File: src/rtl/fifo_uart_tx_pkg.sv
// Shared state encoding and line levels for the FIFO-draining UART transmitter.
package fifo_uart_tx_pkg;

  typedef enum logic [1:0] {
    IDLE  = 2'd0,
    START = 2'd1,
    DATA  = 2'd2,
    STOP  = 2'd3
  } state_t;

  localparam logic TX_IDLE   = 1'b1;
  localparam logic START_BIT = 1'b0;

endpackage

File: src/rtl/fifo_uart_tx_if.sv
// Show-ahead FIFO read side: the FIFO (master) presents head data and empty, the drain (slave) pops.
interface fifo_uart_tx_if #(
  parameter int WIDTH = 8
);
  logic [WIDTH-1:0] FIFO_DATA;
  logic             FIFO_EMPTY;
  logic             FIFO_RD_EN;

  modport master (output FIFO_DATA, output FIFO_EMPTY, input FIFO_RD_EN);
  modport slave  (input FIFO_DATA, input FIFO_EMPTY, output FIFO_RD_EN);
endinterface

File: src/rtl/fifo_uart_tx_bit_timer.sv
// Serial bit-period divider: bit_end marks the last CLK cycle of each bit period.
module uart_bit_timer #(
  parameter int CLKS_PER_BIT = 16
) (
  input  logic CLK,
  input  logic RST,
  input  logic clear,
  output logic bit_end
);
  localparam int CW = (CLKS_PER_BIT > 1) ? $clog2(CLKS_PER_BIT) : 1;

  logic [CW-1:0] cnt;

  assign bit_end = (cnt == CW'(CLKS_PER_BIT - 1));

  always_ff @(posedge CLK) begin
    if (RST || clear) begin
      cnt <= '0;
    end else if (bit_end) begin
      cnt <= '0;
    end else begin
      cnt <= cnt + CW'(1);
    end
  end
endmodule

File: src/rtl/fifo_uart_tx.sv
// Pops bytes from a show-ahead FIFO and sends each as start + LSB-first data + stop bits on TX.
module fifo_uart_tx
  import fifo_uart_tx_pkg::*;
#(
  parameter int WIDTH        = 8,
  parameter int CLKS_PER_BIT = 16,
  parameter int STOP_BITS    = 1
) (
  input  logic                 CLK,
  input  logic                 RST,
  fifo_uart_tx_if.slave        fifo,
  input  logic                 EN,
  output logic                 TX,
  output logic                 BUSY,
  output logic                 FRAME_DONE
);
  localparam int IW = $clog2(WIDTH) + 1;

  state_t           state, state_n;
  logic [WIDTH-1:0] shift, shift_n;
  logic [IW-1:0]    bit_idx, bit_idx_n;
  logic [1:0]       stop_cnt, stop_cnt_n;
  logic             bit_end, last_stop, pop, tx_n;

  uart_bit_timer #(.CLKS_PER_BIT(CLKS_PER_BIT)) u_timer (
    .CLK    (CLK),
    .RST    (RST),
    .clear  (pop),
    .bit_end(bit_end)
  );

  assign last_stop       = (state == STOP) && bit_end && (stop_cnt == 2'(STOP_BITS - 1));
  assign pop             = EN && !fifo.FIFO_EMPTY && !RST && ((state == IDLE) || last_stop);
  assign fifo.FIFO_RD_EN = pop;
  assign FRAME_DONE      = last_stop && !RST;
  assign BUSY            = (state != IDLE);

  // A pop can only happen in IDLE or the final stop cycle, so it takes priority over the state walk.
  always_comb begin
    state_n    = state;
    shift_n    = shift;
    bit_idx_n  = bit_idx;
    stop_cnt_n = stop_cnt;
    if (pop) begin
      state_n = START;
      shift_n = fifo.FIFO_DATA;
    end else begin
      case (state)
        IDLE: ;
        START: begin
          if (bit_end) begin
            state_n   = DATA;
            bit_idx_n = '0;
          end
        end
        DATA: begin
          if (bit_end) begin
            shift_n = shift >> 1;
            if (bit_idx == IW'(WIDTH - 1)) begin
              state_n    = STOP;
              stop_cnt_n = '0;
            end else begin
              bit_idx_n = bit_idx + IW'(1);
            end
          end
        end
        STOP: begin
          if (last_stop) begin
            state_n = IDLE;
          end else if (bit_end) begin
            stop_cnt_n = stop_cnt + 2'd1;
          end
        end
        default: state_n = IDLE;
      endcase
    end

    // TX is registered from the next-state view so the start bit appears the cycle after the pop.
    case (state_n)
      START:   tx_n = START_BIT;
      DATA:    tx_n = shift_n[0];
      default: tx_n = TX_IDLE;
    endcase
  end

  always_ff @(posedge CLK) begin
    if (RST) begin
      state    <= IDLE;
      shift    <= '0;
      bit_idx  <= '0;
      stop_cnt <= '0;
      TX       <= TX_IDLE;
    end else begin
      state    <= state_n;
      shift    <= shift_n;
      bit_idx  <= bit_idx_n;
      stop_cnt <= stop_cnt_n;
      TX       <= tx_n;
    end
  end
endmodule

File: src/flat_wrapper.sv
// flat-port wrapper written by rule: the top's interface ports become plain ports
module fifo_uart_tx_flat import fifo_uart_tx_pkg::*;
#(
  parameter int WIDTH        = 8,
  parameter int CLKS_PER_BIT = 16,
  parameter int STOP_BITS    = 1
)
  (CLK, RST, EN, TX, BUSY, FRAME_DONE, fifo_FIFO_DATA, fifo_FIFO_EMPTY, fifo_FIFO_RD_EN);
  fifo_uart_tx_if #(.WIDTH(WIDTH)) fifo_i ();
  input  logic CLK;
  input  logic RST;
  input  logic EN;
  output logic TX;
  output logic BUSY;
  output logic FRAME_DONE;
  input wire logic [$bits(fifo_i.FIFO_DATA)-1:0] fifo_FIFO_DATA;
  input wire logic [$bits(fifo_i.FIFO_EMPTY)-1:0] fifo_FIFO_EMPTY;
  output wire logic [$bits(fifo_i.FIFO_RD_EN)-1:0] fifo_FIFO_RD_EN;
  assign fifo_i.FIFO_DATA = fifo_FIFO_DATA;
  assign fifo_i.FIFO_EMPTY = fifo_FIFO_EMPTY;
  assign fifo_FIFO_RD_EN = fifo_i.FIFO_RD_EN;
  fifo_uart_tx #(.WIDTH(WIDTH), .CLKS_PER_BIT(CLKS_PER_BIT), .STOP_BITS(STOP_BITS)) u_core (.CLK(CLK), .RST(RST), .fifo(fifo_i), .EN(EN), .TX(TX), .BUSY(BUSY), .FRAME_DONE(FRAME_DONE));
endmodule
File: config.mk
export PLATFORM = sky130hd
export DESIGN_NAME = fifo_uart_tx_flat
export DESIGN_NICKNAME = d
export VERILOG_FILES = /design/src/rtl/fifo_uart_tx_pkg.sv /design/src/rtl/fifo_uart_tx_if.sv /design/src/rtl/fifo_uart_tx_bit_timer.sv /design/src/rtl/fifo_uart_tx.sv /design/src/flat_wrapper.sv
export SDC_FILE = /design/constraint.sdc
export NUM_CORES = 1
export LEC_CHECK = 0
export ABC_AREA = 1
export BUFFER_PORTS_ARGS = -buffer_cell sky130_fd_sc_hd__buf_2
export CORE_MARGIN = 4
export CORE_UTILIZATION = 50
export CTS_CLUSTER_SIZE = 20
export DETAILED_ROUTE_END_ITERATION = 10
export GPL_TIMING_DRIVEN = 1
export PLACE_DENSITY = 0.71
export SKIP_LAST_GASP = 1
export SLEW_MARGIN = 20
export SYNTH_ARGS = -nofsm -noshare
export SYNTH_HDL_FRONTEND = slang
export SYNTH_SLANG_ARGS = --single-unit
File: constraint.sdc
create_clock -name CLK -period 1.76 [get_ports CLK]
set_input_delay 0.088 -clock CLK [delete_from_list [all_inputs] [get_ports CLK]]
set_output_delay 0.088 -clock CLK [all_outputs]
set_load 0.02 [all_outputs]
# After elaboration in Yosys (flattened, before gate mapping)
# Index checks and enable logic that the tools add are counted.
dict set report classes {
  eq_ne 13
  bitwise 1
  mux 19
  addsub 3
  n_reduce_logical 21
}
# operator n
set ops {}
lappend ops {{2-to-1 mux 8 bit} 3}
lappend ops {{2-to-1 mux 2 bit} 9}
lappend ops {{2-to-1 mux 4 bit} 3}
lappend ops {{nonzero test 2 bit} 5}
lappend ops {{adder 4 x 1 -> 4 bit, second input constant} 2}
lappend ops {{!= test 2 x 1 -> 1 bit, second input constant} 4}
lappend ops {{case mux 4 bit (2 select lines)} 1}
lappend ops {{equality test 2 bit, second input constant} 3}
lappend ops {{logical AND 1 bit} 6}
lappend ops {{case mux 2 bit (3 select lines)} 1}
lappend ops {{AND reduction 6 bit} 1}
lappend ops {{AND reduction 5 bit} 1}
lappend ops {{equality test 2 x 1 -> 1 bit, second input constant} 2}
lappend ops {{equality test 4 x 3 -> 1 bit, second input constant} 1}
lappend ops {{equality test 4 bit, second input constant} 1}
lappend ops {{zero test 2 bit} 2}
lappend ops {{!= test 2 bit, second input constant} 2}
lappend ops {{case mux 2 bit (2 select lines)} 1}
lappend ops {{adder 2 x 1 -> 2 bit, second input constant} 1}
lappend ops {{zero test 1 bit} 2}
lappend ops {{logical OR 1 bit} 2}
lappend ops {{case mux 1 bit (2 select lines)} 1}
lappend ops {{AND reduction 2 bit} 1}
lappend ops {{OR reduction 2 bit} 1}
lappend ops {{NOT 1 bit} 1}
dict set report word_totals {
  wordCells 64
  reg_bits 21
  inputBits 12
  output_inout_bits 4
}

# Logic depth before layout (Yosys ltp)
# Gate-level depths: netlist of the first run.
dict set report logic_depth {
  depth_word 8
  ltp_mapped 12
}

# By module
# A second synthesis of the first run with hierarchy kept.
dict set report hier_totals {
  cells_unflattened 178
  hier_area_um2 1216.2
}
# module area_per_inst_um2 cells_each n_inst seq_area_each_um2
set modules_own_cells {}
lappend modules_own_cells {fifo_uart_tx 1049.8 159 1 340.3}
lappend modules_own_cells {uart_bit_timer 166.4 19 1 80.1}

# Worst setup path before layout of the first run
# Ideal clock, no wire load.
dict set report synth_timing {
  path_type {register -> register}
  startpoint {register u_core.state[0]}
  endpoint {register u_core.bit_idx[1]}
  stages_incl_launch_ff 12
  arrival_time_ns 1.404
  setup_slack_ns 0.224
  n_path_buf 1
  setup_ns 0.132
  synth_period_minus_slack_ns 1.536
  cell_sequence {dfxtp_1 > inv_1 > ha_1 > buf_2 > inv_2 > nor2_1 > nand2_1 > nand3_1 > nor2_4 > nand2_4 > nand2_1 > a21oi_2}
}
dict set report synth_between {
  elab_chain_cells 7
}
# element line
set synth_rtl {}
lappend synth_rtl {{from (decl)} fifo_uart_tx.sv:19} ;# state_t state, state_n;
lappend synth_rtl {{from (signal assigned)} fifo_uart_tx.sv:94} ;# state <= state_n;
lappend synth_rtl {{equality test 2 bit} fifo_uart_tx.sv:32} ;# assign last_stop = (state == STOP) && bit_end && (stop_cnt == 2'(STOP_BITS - 1));
lappend synth_rtl {{logical AND 1 bit (2 in series)} fifo_uart_tx.sv:32}
lappend synth_rtl {{logical OR 1 bit} fifo_uart_tx.sv:33} ;# assign pop = EN && !fifo.FIFO_EMPTY && !RST && ((state == IDLE) || last_stop);
lappend synth_rtl {{logical AND 1 bit} fifo_uart_tx.sv:33}
lappend synth_rtl {{NOT 1 bit (no line)} n/a}
lappend synth_rtl {{AND reduction 5 bit (no line)} n/a}
lappend synth_rtl {{to (signal assigned)} fifo_uart_tx.sv:96} ;# bit_idx <= bit_idx_n;
lappend synth_rtl {{to (decl)} fifo_uart_tx.sv:21} ;# logic [IW-1:0] bit_idx, bit_idx_n;
# Several ways; a longest one is shown, not always the timed one.
# A chain may end at the register's enable or synchronous reset.

# Worst setup path in the final report of the first run
dict set report layout_timing {
  startpoint {register u_core.u_timer.cnt[0]}
  endpoint {output fifo_FIFO_RD_EN}
}
dict set report layout_between {
  elab_chain_cells 5
}
# element line
set layout_rtl {}
lappend layout_rtl {{from (decl)} fifo_uart_tx_bit_timer.sv:12} ;# logic [CW-1:0] cnt;
lappend layout_rtl {{from (signal assigned)} fifo_uart_tx_bit_timer.sv:22} ;# cnt <= cnt + CW'(1);
lappend layout_rtl {{equality test 4 bit} fifo_uart_tx_bit_timer.sv:14} ;# assign bit_end = (cnt == CW'(CLKS_PER_BIT - 1));
lappend layout_rtl {{logical AND 1 bit (2 in series)} fifo_uart_tx.sv:32}
lappend layout_rtl {{logical OR 1 bit} fifo_uart_tx.sv:33}
lappend layout_rtl {{logical AND 1 bit} fifo_uart_tx.sv:33}
lappend layout_rtl {{to (decl)} flat_wrapper.sv:18} ;# output wire logic [$bits(fifo_i.FIFO_RD_EN)-1:0] fifo_FIFO_RD_EN;
# No other way between the ends.

==> flow_metrics.py, run 1 <==
metrics = {
    "clock_network": {
        "clk_pin_slew_ns": 0.12,
        "postCtsSetupRepairBufs": 0,
        "cts_tree": "yes",
        "clockRootBuffer": "clkbuf_4",
        "clockBufferDepth": 2,
        "cts_hold_buf": 0,
        "clock_sinks": 21,
        "htreeDepth": 1,
        "clk_latency_ns": 0.30,
        "cts_made_buffers": 3,
    },
    "timing": {
        "finalSetupViolCount": 0,
        "rsz0062_at_grt": "no",
        "finalHoldViolations": 0,
        "max_slew.worst_pin.slew_ns": 0.355,
        "finClkSkew_ns": 0.00622,
        "finalCriticalPeriod_ns": 1.65,
        "max_freq_ghz": 0.607,
        "post-route-period-util_pct": 93.6,
        "relSlewSlack_pct": 76.2,
        "slew_viol_final": 0,
        "tns_ns": 0,
    },
    "logic_synthesis": {
        "ys_seq_area_share_pct": 35.3,
        "yosysWarnings": 0,
        "syn_area_mm2": 0.00119,
        "syn_area_per_cell_um2": 7.26,
        "synth.distinct_cells": 28,
        "postSynthCellCount": 164,
        "synth_seq_cells": 21,
        "synth_fp_nets": 184,
    },
    "run": {
        "max_cap_violations": 0,
    },
    "global_route": {
        "grt-ovfl-total": 0,
        "grt_pass1_vias": 1035,
        "grt_max_degree": 15,
        "grt_pass1_wl_um": 4180,
        "grt_use_total_pct": 16.0,
        "antenna_found_initial": 0,
    },
    "final_layout": {
        "antenna_cells": 0,
        "n_fill_cell": 220,
        "final_area_mm2": 0.00137,
        "fin_nets": 204,
        "drive_gt1_share_pct": 23.5,
        "syn2layout_area_growth_pct": 15.2,
    },
    "worst_setup_path": {
        "worstPathArrival_ns": 1.56,
        "start_kind": "register",
        "critPathKind": "register to output port",
        "critPathRequiredTime_ns": 1.67,
        "critPathMaxFanout": 7,
        "cpMaxStageDelayCell": "dfxtp_2",
        "end_kind": "output port",
        "worst-path-buf-inv": 2,
        "cp_top_family": "flip-flops",
        "crit_chain": "ha_4, nand3_4, o21bai_4, nand2_4, inv_4, buf_2",
        "slowest_delay_ns": 0.38,
    },
    "placed_design": {
        "gp_congestion": 0.858,
        "dp_hpwl_um": 1870,
        "port_buffers": 15,
        "placedInstanceArea_mm2": 0.00131,
    },
    "route": {
        "first_pass_iters": 4,
        "vias_per_cell": 5.29,
        "post_drt_wl_per_cell_um": 11.8,
        "drt-total-wl_um": 2480,
        "num_vias": 1117,
        "drtAntennaViolNets": 0,
        "drc": 0,
        "drtIter0Drc": 31,
    },
    "floorplan": {
        "io_pins": 16,
        "die_h_um": 56.8,
        "rows": 17,
        "start_util_pct": 53.3,
        "die_width_um": 56.8,
        "core_mm2": 0.00223,
        "die_area_mm2": 0.00322,
    },
    "power": {
        "leakagePower_nw": 0.595,
        "p_per_area_mw_per_mm2": 621,
        "vdd_drop_max_mv": 0.552,
    },
    "outcome": {
        "status": "complete, no violations",
    },
    "hold_path": {
        "hold_path.class": "primary input to register",
    },
}
## area by class of cell
type	instances	area, µm²	share of cell area, %
repair buffers	19	105	7.66
multi-input cells	120	706	51.5
inverters	19	73.8	5.38
clock buffers	4	26.3	1.92
well taps	28	35.0	2.55
flip-flops and latches	21	425	31.0
## worst min-delay path, cell delays in order
cell and delay, ns:
buf_2 0.10, nand2_1 0.05, a21oi_1 0.05
## power breakdown
group          total [W]  switching [W]  internal, W
clock           0.000235       0.000147    0.0000883
sequential      0.000508      0.0000135     0.000495
combinational   0.000108      0.0000637    0.0000447
total           0.000852       0.000224     0.000627
## registers in the layout, summed over array words and instances (netlist names)
signal / cells
u_core.u_timer.cnt: 4
u_core.stop_cnt: 2
u_core.bit_idx: 4
u_core.TX: 1
u_core.state: 2
u_core.shift: 8
## Yosys cell counts
master,number,area (µm²)
nor2_4,1,11.3
nand3_2,1,10.0
nor2_2,1,6.26
a31oi_1,7,43.8
nor3b_1,1,7.51
ha_1,8,100
nand2_2,3,18.8
nand3_4,1,17.5
o21ai_0,5,25.0
nor3b_2,1,12.5
inv_1,17,63.8
a21oi_2,1,8.76
nand2_4,1,11.3
a21oi_1,6,30.0
buf_2,2,10.0
o21bai_4,1,18.8
nand4_2,1,12.5
nand2_1,42,158
xor2_1,2,17.5
nand4_1,1,6.26
buf_6,1,11.3
nor2_1,18,67.6
dfxtp_1,21,420
o21ai_1,4,20.0
nand3_1,12,60.1
inv_2,2,7.51
clkbuf_1,1,3.75
nor3_1,2,10.0
## layout by cell type (no fill, tap or decap), drive strengths merged
cell and count:
a21oi 7, a31oi 7, buf 19, clkbuf 4, dfxtp 21, ha 8, inv 19, nand2 46
nand3 14, nand4 2, nor2 20, nor3 2, nor3b 2, o21ai 9, o21bai 1, xor2 2
## what timing repair did
item                                    4_1_cts  5_1_grt
endpoints found under the hold margin         0        0
endpoints found under the setup margin        1        9
gates resized for setup                       1       10
pin swaps                                     0        1
## per-layer routing
layer  track usage, %  up-vias  routed length, µm  share of wire (%)
met5                0        -                  0                  0
met4             3.97        0                 14               0.56
met3             2.99        2                119                4.8
met2             28.5       32               1230                 50
met1             19.5      513               1120                 45
li1                 -      570                  -                  -
## kinds of logic after synthesis
kind of cell	after synthesis	synth area share [%]
compound gates	24	12.3
flops	21	35.3
simple gates	86	34.4
xor+xnor	2	1.47
fa+ha+maj	8	8.41
buf+inv	23	8.10
## through the flow
step           hold WS, ns  power (W)  setup slack, ns  cells  util (%)
2_1_floorplan        0.236   0.000586            0.224    164         -
3_3_place_gp         0.353   0.000613            0.120    207      58.4
3_5_place_dp         0.357   0.000618           0.0310    207      58.4
4_1_cts             0.0200   0.000853         0.000270    211      59.7
5_1_grt             0.0262   0.000899           0.0121    211      61.4
6_report            0.0252   0.000852            0.112    211      61.4
## worst paths after layout
path                         start                    end  slack [ns]  depth (start not counted)
max          u_core.u_timer.cnt[0]        fifo_FIFO_RD_EN        0.11                          6
min              fifo_FIFO_DATA[7]        u_core.shift[7]        0.03                          3
max reg2reg        u_core.state[0]     u_core.stop_cnt[1]        0.15                         11
min reg2reg  u_core.u_timer.cnt[0]  u_core.u_timer.cnt[0]        0.46                          1
Note: power is estimated with default switching activity, not from simulation.
==> run 2: changes to the inputs <==
--- a/config.mk
+++ b/config.mk
@@ -12,7 +12,7 @@
 export CTS_CLUSTER_SIZE = 20
 export DETAILED_ROUTE_END_ITERATION = 10
 export GPL_TIMING_DRIVEN = 1
-export PLACE_DENSITY = 0.71
+export PLACE_DENSITY = 0.75
 export SKIP_LAST_GASP = 1
 export SLEW_MARGIN = 20
 export SYNTH_ARGS = -nofsm -noshare
==> run 2 against run 1 <==
Net effect:
- die area unchanged
- sequential cell count unchanged
- clock power decreased by 8%
- highest routed layer unchanged
- hold slack improved by 0.031 ns
- combinational power about the same
- utilization increased by 0.056 points
- non-clock buffer count unchanged
- sequential power about the same
- clock-buffer cell count unchanged
- wire length decreased by 1.5%
- clock skew increased by 0.0010 ns
- critical endpoint unchanged
==> flow_metrics.py, run 2 (synthesis results as in run 1) <==
metrics = {
    "worst_setup_path": {
        "end_kind": "output port",
        "worstPathArrival_ns": 1.54,
        "path_common_cell": "nand2_2",
        "critPathMaxFanout": 4,
        "critPathRequiredTime_ns": 1.67,
        "ff2ff_setup_slack_ns": 0.17,
        "r2r_end": "u_core.TX",
        "reg2reg_depth": 10,
        "critPathLaunch": "u_core.state[1]",
        "critPathKind": "register to output port",
        "rr_startpoint": "u_core.state[0]",
        "start_kind": "register",
        "cpMaxStageDelayCell": "dfxtp_2",
        "cp_top_family": "flip-flops",
        "crit_chain": "ha_1, nand2_2, o21bai_4, nand2_2, inv_2, buf_2",
        "cp-endpoint": "fifo_FIFO_RD_EN",
        "worst-path-buf-inv": 2,
        "slowest_delay_ns": 0.38,
        "cp.depth": 6,
    },
    "placed_design": {
        "dp_hpwl_um": 1910,
        "port_buffers": 15,
        "placed_cells": 207,
        "gp_congestion": 0.866,
    },
    "timing": {
        "finalCriticalPeriod_ns": 1.62,
        "slew_viol_final": 0,
        "max_freq_ghz": 0.616,
        "finalHoldViolations": 0,
        "relSlewSlack_pct": 79.9,
        "finalSetupViolCount": 0,
        "tns_ns": 0,
        "post-route-period-util_pct": 92.3,
        "max_slew.worst_pin.slew_ns": 0.301,
        "finClkSkew_ns": 0.00724,
    },
    "final_layout": {
        "largest_register": "u_core.shift",
        "final_common_cell": "nand2_1",
        "n_fill_cell": 203,
        "largestRegisters": "u_core.shift: 8 flops, u_core.bit_idx: 4 flops, u_core.u_timer.cnt: 4 flops",
        "largest_register_ffs": 8,
        "finalCoreUtilization_pct": 61.5,
        "stdcell_count": 211,
        "antenna_cells": 0,
        "fin_nets": 204,
        "drive_gt1_share_pct": 24.6,
        "syn2layout_area_growth_pct": 15.4,
        "final_cell_mix": "nand2_1 (40), dfxtp_1 (18), inv_1 (17), nor2_1 (17), buf_2 (15)",
    },
    "clock_network": {
        "cts_tree": "yes",
        "clockBufferDepth": 2,
        "clk_latency_ns": 0.29,
        "clock_sinks": 21,
        "htreeDepth": 1,
        "cts_made_buffers": 3,
        "clockRootBuffer": "clkbuf_4",
        "clk_pin_slew_ns": 0.11,
        "postCtsSetupRepairBufs": 0,
    },
    "route": {
        "vias_per_cell": 5.21,
        "top_layer_used": "met4",
        "post_drt_wl_per_cell_um": 11.6,
        "drtIter0Drc": 33,
        "drt-total-wl_um": 2440,
        "met2_length_um": 1240,
        "wl_met3_um": 102,
        "num_vias": 1100,
        "drtAntennaViolNets": 0,
        "m1WireLength_um": 1070,
        "drc": 0,
        "first_pass_iters": 4,
    },
    "run": {
        "max_cap_violations": 0,
    },
    "floorplan": {
        "die_area_mm2": 0.00322,
        "die_width_um": 56.8,
        "start_util_pct": 53.3,
        "rows": 17,
        "die_h_um": 56.8,
        "io_pins": 16,
        "core_mm2": 0.00223,
    },
    "power": {
        "vdd_drop_max_mv": 0.547,
        "p_seq_share_pct": 60.9,
        "p_switching_w": 0.000205,
        "clockPowerShare_pct": 26.0,
        "switching_share_pct": 24.6,
        "p_per_area_mw_per_mm2": 606,
        "leakagePower_nw": 0.593,
        "combPwrFrac_pct": 13.0,
        "p_int_w": 0.000627,
    },
    "global_route": {
        "antenna_found_initial": 0,
        "grt_pass1_wl_um": 4110,
        "grt-ovfl-total": 0,
        "grt_max_degree": 14,
        "grt_pass1_vias": 1000,
        "grt_use_total_pct": 15.9,
    },
    "hold_path": {
        "hold_path.class": "primary input to register",
    },
    "outcome": {
        "status": "complete, no violations",
    },
}
run 2: cell types whose count changed in the layout (fill, tap and decap cells not counted):
cell     delta
nand2_2     +2
nor2_2      +1
dfxtp_1     +1
nor2_1      -1
dfxtp_2     -1
nand2_1     -1
nand3_2     +1
nand2_4     -1
inv_2       +1
nand3_1     -1
inv_4       -1
run 2: power by group through the flow:
stage / combinational (W) / clock, W / sequential (W)
3_3_place_gp: 0.0000994 / 0 / 0.000514
5_1_grt: 0.000124 / 0.000248 / 0.000510
3_5_place_dp: 0.000103 / 0 / 0.000515
4_1_cts: 0.000104 / 0.000231 / 0.000504
2_1_floorplan: 0.0000713 / 0 / 0.000514
6_report: 0.000108 / 0.000217 / 0.000507
run 2: worst min path at each step:
stage	start	endpoint	slack (ns)	depth (start not counted)
2_1_floorplan	fifo_FIFO_DATA[7]	u_core.shift[7]	0.24	2
3_3_place_gp	fifo_FIFO_DATA[7]	u_core.shift[7]	0.35	3
3_5_place_dp	fifo_FIFO_DATA[7]	u_core.shift[7]	0.37	3
4_1_cts	fifo_FIFO_DATA[7]	u_core.shift[7]	0.05	3
5_1_grt	fifo_FIFO_DATA[7]	u_core.shift[7]	0.03	3
6_report	fifo_FIFO_DATA[7]	u_core.shift[7]	0.06	3
run 2: layout make-up:
| cell class | count | area (µm²) | area share (%) |
|---|---|---|---|
| Timing Repair Buffer | 19 | 105 | 7.66 |
| Multi-Input combinational cell | 120 | 711 | 51.8 |
| Clock buffer | 4 | 26.3 | 1.91 |
| Tap cell | 28 | 35.0 | 2.55 |
| Sequential cell | 21 | 424 | 30.9 |
| Inverter | 19 | 71.3 | 5.20 |
run 2: tightest hold or removal path: stages:
cell and delay (ns):
buf_2 0.10, nand2_1 0.06, a21oi_1 0.06
run 2: timing repair:
action / in CTS / in global routing
hold buffers: 0 / 0
pin swaps: 0 / 1
resized for setup: 1 / 10
endpoints found under the setup margin: 1 / 8
run 2: metrics by stage:
step | hold slack [ns] | area [µm²] | total power [W] | setup WS [ns]
2_1_floorplan | 0.236 | 1190 | 0.000586 | 0.224
3_3_place_gp | 0.349 | 1310 | 0.000614 | 0.131
3_5_place_dp | 0.372 | 1310 | 0.000618 | -0.00206
4_1_cts | 0.0450 | 1330 | 0.000839 | 0.0439
5_1_grt | 0.0314 | 1370 | 0.000882 | -0.0250
6_report | 0.0565 | 1370 | 0.000832 | 0.136
run 2: layer usage:
| layer | vias to the layer above | track usage (%) |
|---|---|---|
| li1 | 570 | - |
| met1 | 507 | 19.1 |
| met2 | 18 | 27.6 |
| met3 | 5 | 4.14 |
| met4 | 0 | 4.64 |
| met5 | - | 0 |
==> run 3: changes to the inputs <==
--- a/config.mk
+++ b/config.mk
@@ -5,14 +5,14 @@
 export SDC_FILE = /design/constraint.sdc
 export NUM_CORES = 1
 export LEC_CHECK = 0
-export ABC_AREA = 1
+export ABC_AREA = 0
 export BUFFER_PORTS_ARGS = -buffer_cell sky130_fd_sc_hd__buf_2
 export CORE_MARGIN = 4
-export CORE_UTILIZATION = 50
+export CORE_UTILIZATION = 30
 export CTS_CLUSTER_SIZE = 20
 export DETAILED_ROUTE_END_ITERATION = 10
 export GPL_TIMING_DRIVEN = 1
-export PLACE_DENSITY = 0.75
+export PLACE_DENSITY = 0.51
 export SKIP_LAST_GASP = 1
 export SLEW_MARGIN = 20
 export SYNTH_ARGS = -nofsm -noshare
==> run 3 against run 2 <==
Net effect:
- largest power group unchanged
- hold slack better by 0.023 ns
- synthesized area down 2.3%
- critical path type unchanged
- clock power up 54%
- power up 16%
- critical path depth unchanged
- first-iteration DRC count up 36%
- sequential power about the same
==> flow_metrics.py, run 3 <==
metrics = {
    "logic_synthesis": {
        "synth_edf_count": 0,
        "synth_seq_cells": 21,
        "async_flop_share_pct": 0,
        "ys_seq_area_share_pct": 36.2,
        "synth.area.top_cells": "dfxtp_1 (36%), ha_1 (8.6%), a311oi_1 (5.3%)",
        "postSynthCellCount": 135,
        "synth_top_area_share_pct": 36.2,
        "synth_fp_nets": 155,
        "syn_area_mm2": 0.00116,
        "synthTopCellsByCount": "dfxtp_1 (21), nand2_1 (15), nor2_1 (12)",
        "synthMostInstantiatedCell": "dfxtp_1",
        "ys.flop_type": "dfxtp_1",
        "synth.distinct_cells": 37,
        "synth_top_cell_by_area": "dfxtp_1",
        "syn_area_per_cell_um2": 8.61,
        "yosysWarnings": 0,
    },
    "final_layout": {
        "multi_input_area_um2": 711,
        "fin_nets": 186,
        "stdcell_count": 213,
        "syn2layout_area_growth_pct": 29.2,
        "finalCoreUtilization_pct": 40.4,
        "antenna_cells": 0,
        "final_common_cell": "buf_4",
        "largestRegisters": "u_core.shift: 8 flops, u_core.bit_idx: 4 flops, u_core.u_timer.cnt: 4 flops",
        "largest_register_ffs": 8,
        "seq_area_um2": 429,
        "drive_gt1_share_pct": 36.4,
        "n_fill_cell": 385,
        "largest_register": "u_core.shift",
        "final_cell_mix": "buf_4 (19), dfxtp_1 (16), nand2_1 (15)",
    },
    "global_route": {
        "grt_max_degree": 24,
        "grt_use_total_pct": 11.6,
        "grt_pass1_vias": 1051,
        "grt-ovfl-total": 0,
        "grt_pass1_wl_um": 4650,
        "antenna_found_initial": 0,
    },
    "timing": {
        "finalHoldViolations": 0,
        "relSlewSlack_pct": 82.0,
        "finClkSkew_ns": 0.00385,
        "max_slew.worst_pin.slew_ns": 0.270,
        "timing.hold.ws_ns": 0.0795,
        "rsz0062_at_grt": "yes",
        "post-route-period-util_pct": 97.5,
        "max_freq_ghz": 0.583,
        "slew_viol_final": 0,
        "finalSetupViolCount": 0,
        "finalCriticalPeriod_ns": 1.72,
    },
    "floorplan": {
        "die_area_mm2": 0.00493,
        "die_h_um": 70.2,
        "start_util_pct": 31.3,
        "core_mm2": 0.00372,
        "rows": 22,
        "io_pins": 16,
        "die_width_um": 70.2,
    },
    "route": {
        "drc": 0,
        "first_pass_iters": 4,
        "drtIter0Drc": 45,
        "drtAntennaViolNets": 0,
        "drt-total-wl_um": 2960,
        "vias_per_cell": 5.08,
        "num_vias": 1083,
        "post_drt_wl_per_cell_um": 13.9,
    },
    "clock_network": {
        "htreeDepth": 1,
        "clockRootBuffer": "clkbuf_8",
        "clock_sinks": 21,
        "cts_made_buffers": 3,
        "clockBufferDepth": 2,
        "clk_latency_ns": 0.26,
        "cts_hold_buf": 0,
        "cts_tree": "yes",
        "clk_pin_slew_ns": 0.09,
    },
    "worst_setup_path": {
        "end_kind": "output port",
        "critPathMaxFanout": 5,
        "critPathRequiredTime_ns": 1.67,
        "rr_startpoint": "u_core.u_timer.cnt[0]",
        "slowest_delay_ns": 0.38,
        "crit_chain": "ha_4, and3_4, a31oi_4, or2_4, inv_6, buf_4",
        "critPathKind": "register to output port",
        "reg2reg_depth": 8,
        "ff2ff_setup_slack_ns": 0.06,
        "cpMaxStageDelayCell": "dfxtp_2",
        "r2r_end": "u_core.TX",
        "start_kind": "register",
        "worstPathArrival_ns": 1.63,
    },
    "power": {
        "p_int_w": 0.000712,
        "leakagePower_nw": 0.579,
        "combPwrFrac_pct": 13.1,
        "p_per_area_mw_per_mm2": 645,
        "switching_share_pct": 26.6,
        "p_seq_share_pct": 52.3,
        "p_switching_w": 0.000257,
        "p_total_w": 0.000969,
        "vdd_drop_max_mv": 0.227,
        "clockPowerShare_pct": 34.6,
    },
    "hold_path": {
        "hold_depth": 3,
        "hold_path.class": "primary input to register",
        "holdPathEnd": "u_core.shift[7]",
        "worstHoldStart": "fifo_FIFO_DATA[7]",
    },
    "placed_design": {
        "port_buffers": 15,
        "placed_cells": 200,
        "gp_congestion": 0.739,
        "dp_hpwl_um": 1910,
    },
    "outcome": {
        "status": "complete, no violations",
    },
    "run": {
        "max_cap_violations": 0,
    },
}
-- run 3: cell count changes in the layout (fill, tap and decap cells not counted), moves of 5 or more --
cell / delta
a311oi_1: +6
nand2_1: -25
inv_1: -9
buf_4: +15
nor2_1: -6
a31oi_1: -7
nand2_2: -5
-- run 3: area by class of cell --
| cell class | count | area share, % |
|---|---|---|
| clock buffer | 3 | 2.75 |
| clock inverter | 1 | 0.333 |
| inverter | 10 | 2.83 |
| multi-input combinational | 97 | 47.3 |
| sequential | 21 | 28.6 |
| tap | 48 | 4.00 |
| timing repair buffer | 33 | 14.2 |
-- run 3: metal layers --
layer / up-vias / share of wire, % / track usage (%)
met1: 519 / 47 / 14.6
met4: 0 / 0.54 / 5.32
met2: 21 / 50 / 18.7
li1: 541 / - / -
met3: 2 / 2.6 / 2.59
met5: - / 0 / 0
-- run 3: logic make-up (layout without fill, tap and decap cells) --
kind of cell             count (synthesis)  count (layout)  share of synthesized area [%]
flip-flops                              21              21                           36.2
buffers and inverters                   18              47                           8.61
AO/OA/AOI/OAI                           27              27                           18.4
adder cells (fa/ha/maj)                  8               8                           8.61
XOR/XNOR                                 2               2                           1.51
multiplexers                             2               2                           1.83
AND/OR/NAND/NOR                         57              58                           24.9
-- run 3: worst max-delay path by stage --
| stage | from | endpoint | slack [ns] | depth (start not counted) |
|---|---|---|---|---|
| finish | u_core.u_timer.cnt[0] | fifo_FIFO_RD_EN | 0.04 | 6 |
| global route | u_core.stop_cnt[0] | u_core.TX | -0.05 | 7 |
| CTS | u_core.u_timer.cnt[1] | fifo_FIFO_RD_EN | -0.01 | 6 |
| detailed placement | u_core.state[0] | u_core.stop_cnt[0] | -0.04 | 7 |
| global placement | u_core.u_timer.cnt[0] | u_core.shift[6] | 0.006 | 6 |
| floorplan | u_core.state[0] | u_core.bit_idx[0] | 0.008 | 8 |
-- run 3: per-stage QoR --
step,area [µm²],setup WS [ns],setup TNS (ns)
3_3_place_gp,1310,0.00563,0
3_5_place_dp,1310,-0.0434,-0.0824
5_1_grt,1500,-0.0513,-0.0545
2_1_floorplan,1160,0.00837,0
6_report,1500,0.0443,0
4_1_cts,1420,-0.00981,-0.00981
-- run 3: critical path: cells and delay by family, from the launching register on --
kind / cells / cell delay, ns
simple gates: 2 / 0.52
flops: 1 / 0.38
buf+inv: 2 / 0.21
fa+ha+maj: 1 / 0.15
compound gates: 1 / 0.11
-- run 3: power groups by stage --
stage               sequential [W]  clock [W]  combinational (W)
floorplan                 0.000515          0          0.0000678
global placement          0.000514          0           0.000101
detailed placement        0.000514          0           0.000104
CTS                       0.000505   0.000347           0.000112
global route              0.000508   0.000365           0.000140
finish                    0.000507   0.000335           0.000127
-- run 3: repair_timing --
action,in CTS,in global routing
setup endpoints to repair,9,7
pin swaps,1,4
gates cloned,1,0
gates resized for setup,9,15
setup buffers,4,4
endpoints found under the hold margin,0,0
